**config.mk**
```make
export PLATFORM = sky130hd
export DESIGN_NAME = decrypt
export DESIGN_NICKNAME = d
export VERILOG_FILES = /design/src/rtl/decrypt.sv
export SDC_FILE = /design/constraint.sdc
export NUM_CORES = 1
export LEC_CHECK = 0
export CAP_MARGIN = 0
export CORE_MARGIN = 2
export CORE_UTILIZATION = 40
export DETAILED_ROUTE_END_ITERATION = 16
export SLEW_MARGIN = 20
export SYNTH_ARGS = -nofsm -noshare
export SYNTH_HDL_FRONTEND = slang
export SYNTH_SLANG_ARGS = --single-unit
```
**constraint.sdc**
```tcl
create_clock -name clk -period 5.7 [get_ports clk]
set_input_delay 0.57 -clock clk [delete_from_list [all_inputs] [get_ports clk]]
set_output_delay 0.57 -clock clk [all_outputs]
set_load 0.02 [all_outputs]
```
**src/rtl/decrypt.sv**
```systemverilog
// ----------------------------------------------------------------------------
// decrypt -- LWE decryption core.
//
// Computes the inner product <a, s> mod q with a single multiplier, one
// element per clock. It then forms v = (b - <a,s>) mod q and rounds v to the
// nearest multiple of q/p to recover the plaintext.
//
// Parameters
//   PLAINTEXT_MODULUS  p, power of two
//   PLAINTEXT_WIDTH    log2(p)
//   CIPHERTEXT_MODULUS q, power of two, q > p
//   CIPHERTEXT_WIDTH   log2(q)
//   DIMENSION          n, LWE secret dimension (n >= 1)
//
// Ports
//   clk        rising-edge clock
//   rst_n      synchronous active-low reset
//   start      request; accepted only while ready is high
//   ready      high only while idle
//   ciphertext {a[n], ..., a[1], b}, b in the LSBs
//   secretkey  {s[n], ..., s[1]}, s[1] in the LSBs
//   plaintext  decoded message, valid while out_valid is high
//   out_valid  result pending; held until out_ready is seen
//   out_ready  consumer accepts the plaintext
//
// Timing: request accepted on edge E0. Edges E1..En accumulate the products,
// edge En+1 registers the result and raises out_valid (n+1 edges of latency).
// ----------------------------------------------------------------------------
module decrypt #(
  parameter int PLAINTEXT_MODULUS  = 64,
  parameter int PLAINTEXT_WIDTH    = 6,
  parameter int CIPHERTEXT_MODULUS = 1024,
  parameter int CIPHERTEXT_WIDTH   = 10,
  parameter int DIMENSION          = 4
) (
  input  logic                                      clk,
  input  logic                                      rst_n,
  input  logic                                      start,
  output logic                                      ready,
  input  logic [(DIMENSION+1)*CIPHERTEXT_WIDTH-1:0] ciphertext,
  input  logic [DIMENSION*CIPHERTEXT_WIDTH-1:0]     secretkey,
  output logic [PLAINTEXT_WIDTH-1:0]                plaintext,
  output logic                                      out_valid,
  input  logic                                      out_ready
);

  localparam int CW    = CIPHERTEXT_WIDTH;
  localparam int PW    = PLAINTEXT_WIDTH;
  localparam int IDX_W = (DIMENSION > 1) ? $clog2(DIMENSION) : 1;
  // Rounding offset: half of one plaintext step, q/(2p).
  localparam int HALF  = CIPHERTEXT_MODULUS / (2 * PLAINTEXT_MODULUS);
  localparam int SHIFT = CW - PW;

  localparam logic [IDX_W-1:0] LAST_IDX = IDX_W'(DIMENSION - 1);

  localparam logic [1:0] S_IDLE   = 2'd0;
  localparam logic [1:0] S_MAC    = 2'd1;
  localparam logic [1:0] S_DECODE = 2'd2;
  localparam logic [1:0] S_DONE   = 2'd3;

  logic [1:0]                             r_state;
  logic [(DIMENSION+1)*CW-1:0]            r_ct;
  logic [DIMENSION*CW-1:0]                r_sk;
  logic [CW-1:0]                          r_acc;
  logic [IDX_W-1:0]                       r_idx;
  logic [PW-1:0]                          r_plaintext;
  logic                                   r_out_valid;

  logic                                   w_accept;
  logic [CW-1:0]                          w_a;
  logic [CW-1:0]                          w_s;
  logic [CW-1:0]                          w_prod;
  logic [CW-1:0]                          w_b;
  logic [CW-1:0]                          w_v;
  logic [CW:0]                            w_round;
  logic [PW-1:0]                          w_plain;

  assign ready     = (r_state == S_IDLE);
  assign w_accept  = ready && start;
  assign plaintext = r_plaintext;
  assign out_valid = r_out_valid;

  // Operand select for the single shared multiplier: element r_idx+1 of a
  // pairs with element r_idx of s, since a is offset by b in the LSBs.
  // NOTE: every combinational output gets a default first so no path leaves
  // it unassigned, which would otherwise infer a latch.
  always_comb begin
    w_a = '0;
    w_s = '0;
    for (int k = 0; k < DIMENSION; k++) begin
      if (r_idx == IDX_W'(k)) begin
        w_a = r_ct[(k+1)*CW +: CW];
        w_s = r_sk[k*CW +: CW];
      end
    end
  end

  // Only the low CW bits matter: everything is reduced mod q, and q is a
  // power of two.
  assign w_prod = w_a * w_s;

  // Decode: wrap-around subtraction, then add half a step one bit wider so
  // the carry out of the top survives. Truncating the shifted value to PW
  // bits makes a round-up past p-1 wrap to 0.
  assign w_b     = r_ct[CW-1:0];
  assign w_v     = w_b - r_acc;
  assign w_round = {1'b0, w_v} + (CW+1)'(HALF);
  assign w_plain = PW'(w_round >> SHIFT);

  // Operand capture. These registers are only read after a request has been
  // accepted, so they need no reset value.
  // NOTE: datapath-only storage is deliberately left out of reset; only
  // control state and the visible outputs are reset.
  always_ff @(posedge clk) begin
    if (rst_n && w_accept) begin
      r_ct <= ciphertext;
      r_sk <= secretkey;
    end
  end

  // Control FSM and accumulator. The reset branch comes first, so reset
  // overrides start and out_ready on the same edge.
  // NOTE: clocked state uses non-blocking assignments so every register
  // samples pre-edge values, independent of statement order.
  always_ff @(posedge clk) begin
    if (!rst_n) begin
      r_state     <= S_IDLE;
      r_acc       <= '0;
      r_idx       <= '0;
      r_plaintext <= '0;
      r_out_valid <= 1'b0;
    end else begin
      case (r_state)
        S_IDLE: begin
          if (start) begin
            r_acc   <= '0;
            r_idx   <= '0;
            r_state <= S_MAC;
          end
        end

        S_MAC: begin
          r_acc <= r_acc + w_prod;
          if (r_idx == LAST_IDX) begin
            r_state <= S_DECODE;
          end else begin
            r_idx <= r_idx + IDX_W'(1);
          end
        end

        S_DECODE: begin
          r_plaintext <= w_plain;
          r_out_valid <= 1'b1;
          r_state     <= S_DONE;
        end

        S_DONE: begin
          // A start during this handshake is not accepted: ready is low here.
          if (r_out_valid && out_ready) begin
            r_out_valid <= 1'b0;
            r_state     <= S_IDLE;
          end
        end

        default: begin
          r_state <= S_IDLE;
        end
      endcase
    end
  end

endmodule

```
==> impl_results.md <==
- Final worst path period share: 95.0%
- YS warnings: 0
- Min-delay worst type: register to register
- Average cell area after synthesis: 12.0 um^2
- Width of the die: 131 um
- DIE HEIGHT: 131 um
- Largest net degree at the start of global routing: 63
- First-pass GRT wire length: 22.5 mm
- Syn Inst Count: 539
- Initial Utilization: 40.8%
- Grt total ovfl: 0
- Top FF cell, synth: edfxtp_1
- R2R Path End: r_acc[9]
- Postcts setup bufs: 0
- Commonest cells in the netlist: edfxtp_1 (90), inv_1 (72), nand2_1 (58)
- Routed len/inst: 15.4 um
- Xor/xnor share of the synthesized area: 4.51%
- Layout fillers: 1391
- Worst slew margin: 43.5%
- # IOs: 102
- Top cells by area, synth: edfxtp_1 (42%), ha_1 (9.8%), fa_1 (9.3%)
- Fmax: 0.185 GHz
- Multiplexer share of the synthesized area: 0.771%
- DPL Wire Length: 11.0 mm
- Total Routing Usage GR: 16.6%
- Share of cells above drive strength 1: 14.5%
- Internal reg-to-reg setup slack: 0.29 ns
- Area post-placement: 7920 um^2
- Hold Path Sink: plaintext[4]
- Max Cap Viol: 0
- Area share of the leading cell type in the synthesized netlist: 41.7%
- Clock root buffer: clkbuf_16
- Vias in the first global route: 4429
- Layout net count: 845
- Number of antenna-violating nets in the routed design: 0
- Area Growth Syn to Fin: 28.9%
- R2R depth: 21
- Total die area: 17300 um^2
- Total CTS buffers: 9
- CP arrival: 5.71 ns
- Starting DRC count in detailed routing: 203
- Core area: 15900 um^2
- Routed Wire Length: 13.7 mm
- Synthesized Nets: 714
- Post-synthesis cell type with the largest combined area: edfxtp_1
- Via count: 4319
- Hold Fails Final Rpt: 0
- Startpoint types: register
- Async SR Flop Fraction: 0%
- CTS sink count: 111
- Largest family of logic cells by synthesized area: adder cells
- Synthesized-area fraction occupied by adder cells: 19.1%
- Drt first pass iters: 4
- Register bit total from synthesis: 111
- Netlist cell types: 57
- Critical path capture point type: register
- Crit path kind: register to register
- DRC: 0
- Status: completed
- Final setup violation count: 0
- CTS tree: done
- Slew Limit Fails: 0
- Port Buffers: 101
- Top-count cell post-synth: edfxtp_1
- CTS H-Tree Depth: 3
- Clock transition at path regs: 0.07 ns
- WHS Path Cells: 2
- Initial antenna violation count: 0
- Clock Path Buffers: 2
- Clk Latency, worst-skew pair: 0.36 ns
- Tmin final: 5.41 ns
- Final RePlAce weighted congestion: 0.887
- EDFF count, synth: 90
- Min-Delay Startpoint: plaintext[4]
- Post-synthesis compound-gate area fraction: 10.2%
- Seq/Total Area, Yosys: 48.1%
- Worst Tran Pin Value: 0.847 ns
- Cell row count: 46
- Fin Clk Skew: 0.0107 ns
- Design area: 8360 um^2
- Antenna diodes: 0
- Worst r2r src: r_idx[1]
- Vias per cell: 4.85
- Post-Synth Simple-Gate Area: 11.0%
- WP data required: 5.99 ns
- Crit Path Max Fanout: 6
- Mapped cell area: 6490 um^2
[stage by stage]
step	setup TNS [ns]	instances	setup WS (ns)	hold WS, ns	util, %
2_1_floorplan	0	539	0.0789	0.474	-
3_3_place_gp	0	875	0.0354	0.492	49.9
3_5_place_dp	-0.0426	875	-0.0426	0.498	49.9
4_1_cts	0	891	0.00695	0.514	52.0
5_1_grt	-0.00291	891	-0.00291	0.542	52.6
6_report	0	891	0.287	0.505	52.6
[flip-flops by register name, indices dropped and copies added (netlist names)]
signal	count
r_ct	50
out_valid	1
r_state	2
plaintext	6
r_acc	10
r_idx	2
r_sk	40
[worst max-delay path by stage]
stage,start,to,slack [ns],cells past startpoint
4_1_cts,r_idx[0],r_acc[9],0.007,21
3_5_place_dp,r_idx[0],r_acc[9],-0.04,21
2_1_floorplan,r_idx[1],r_acc[9],0.08,22
3_3_place_gp,r_idx[0],r_acc[9],0.04,22
6_report,r_idx[1],r_acc[9],0.29,21
5_1_grt,r_idx[1],r_acc[9],-0.003,21
[logic make-up after synthesis]
| kind of cell | after synthesis |
|---|---|
| flip-flops | 111 |
| XOR/XNOR | 30 |
| adder cells (fa/ha/maj) | 81 |
| multiplexers | 5 |
| buffers and inverters | 90 |
| AO/OA/AOI/OAI | 82 |
| AND/OR/NAND/NOR | 140 |
[cell usage in the layout, fill, tap and decap left out, types with 2 or more instances in the layout]
cell type and n:
a31oi_1 2, o21bai_1 5, o22ai_1 6, clkbuf_16 9, xnor2_2 3, inv_1 70, a21oi_1 12, o221a_2 4
nor2_1 20, a21oi_2 5, a22oi_1 11, o221ai_2 7, or2_2 2, or2b_1 3, clkdlybuf4s50_1 101, inv_6 2
o221ai_1 2, and2_1 3, ha_1 47, bufinv_16 2, fa_1 30, buf_4 34, o21ai_0 4, mux2i_1 5
edfxtp_1 90, nand3b_1 9, dfxtp_1 19, o211ai_1 8, o21ai_1 4, nand3_1 3, xor2_1 6, nor2b_1 22
nand2_1 58, inv_2 2, ha_4 4, xnor2_1 20, nand2b_1 6
[routing by layer]
metal / vias up / global-route usage [%] / share of wire, %
li1: 2117 / - / -
met1: 2100 / 21.1 / 44
met2: 88 / 28.3 / 50
met3: 14 / 4.28 / 4.3
met4: 0 / 4.71 / 1.4
met5: - / 0 / 0
[worst max-delay path, stage by stage, from the launching register on]
cell      delay (ns)
dfxtp_2         0.37
inv_2           0.11
ha_4            0.18
nand2_1         0.06
o211ai_1        0.22
o221ai_2        0.14
or2_2           0.31
fa_1            0.51
fa_1            0.53
inv_1           0.06
fa_1            0.49
fa_1            0.49
inv_1           0.05
fa_1            0.46
xnor2_2         0.15
xnor2_1         0.17
xnor2_1         0.11
xnor2_1         0.25
xnor2_2         0.15
xnor2_1         0.14
xor3_1          0.24
o21ai_1         0.13
[repair_timing]
item,4_1_cts,5_1_grt
cloned,0,0
resized for setup,7,21
pin swaps,1,6
hold buffers,0,0
setup endpoints to repair,1,1
[area by class of cell]
class / count / area, um^2 / share of cell area, %
inverters: 73 / 277 / 3.31
multi-input cells: 338 / 3070 / 36.7
well taps: 216 / 270 / 3.23
flip-flops and latches: 111 / 3130 / 37.4
clock inverters: 6 / 91.3 / 1.09
clock buffers: 10 / 229 / 2.74
repair buffers: 137 / 1300 / 15.5
Power is left out: the tool's default activity adds up to more than one toggle a clock period on the data nets, which glitch-free logic cannot reach.
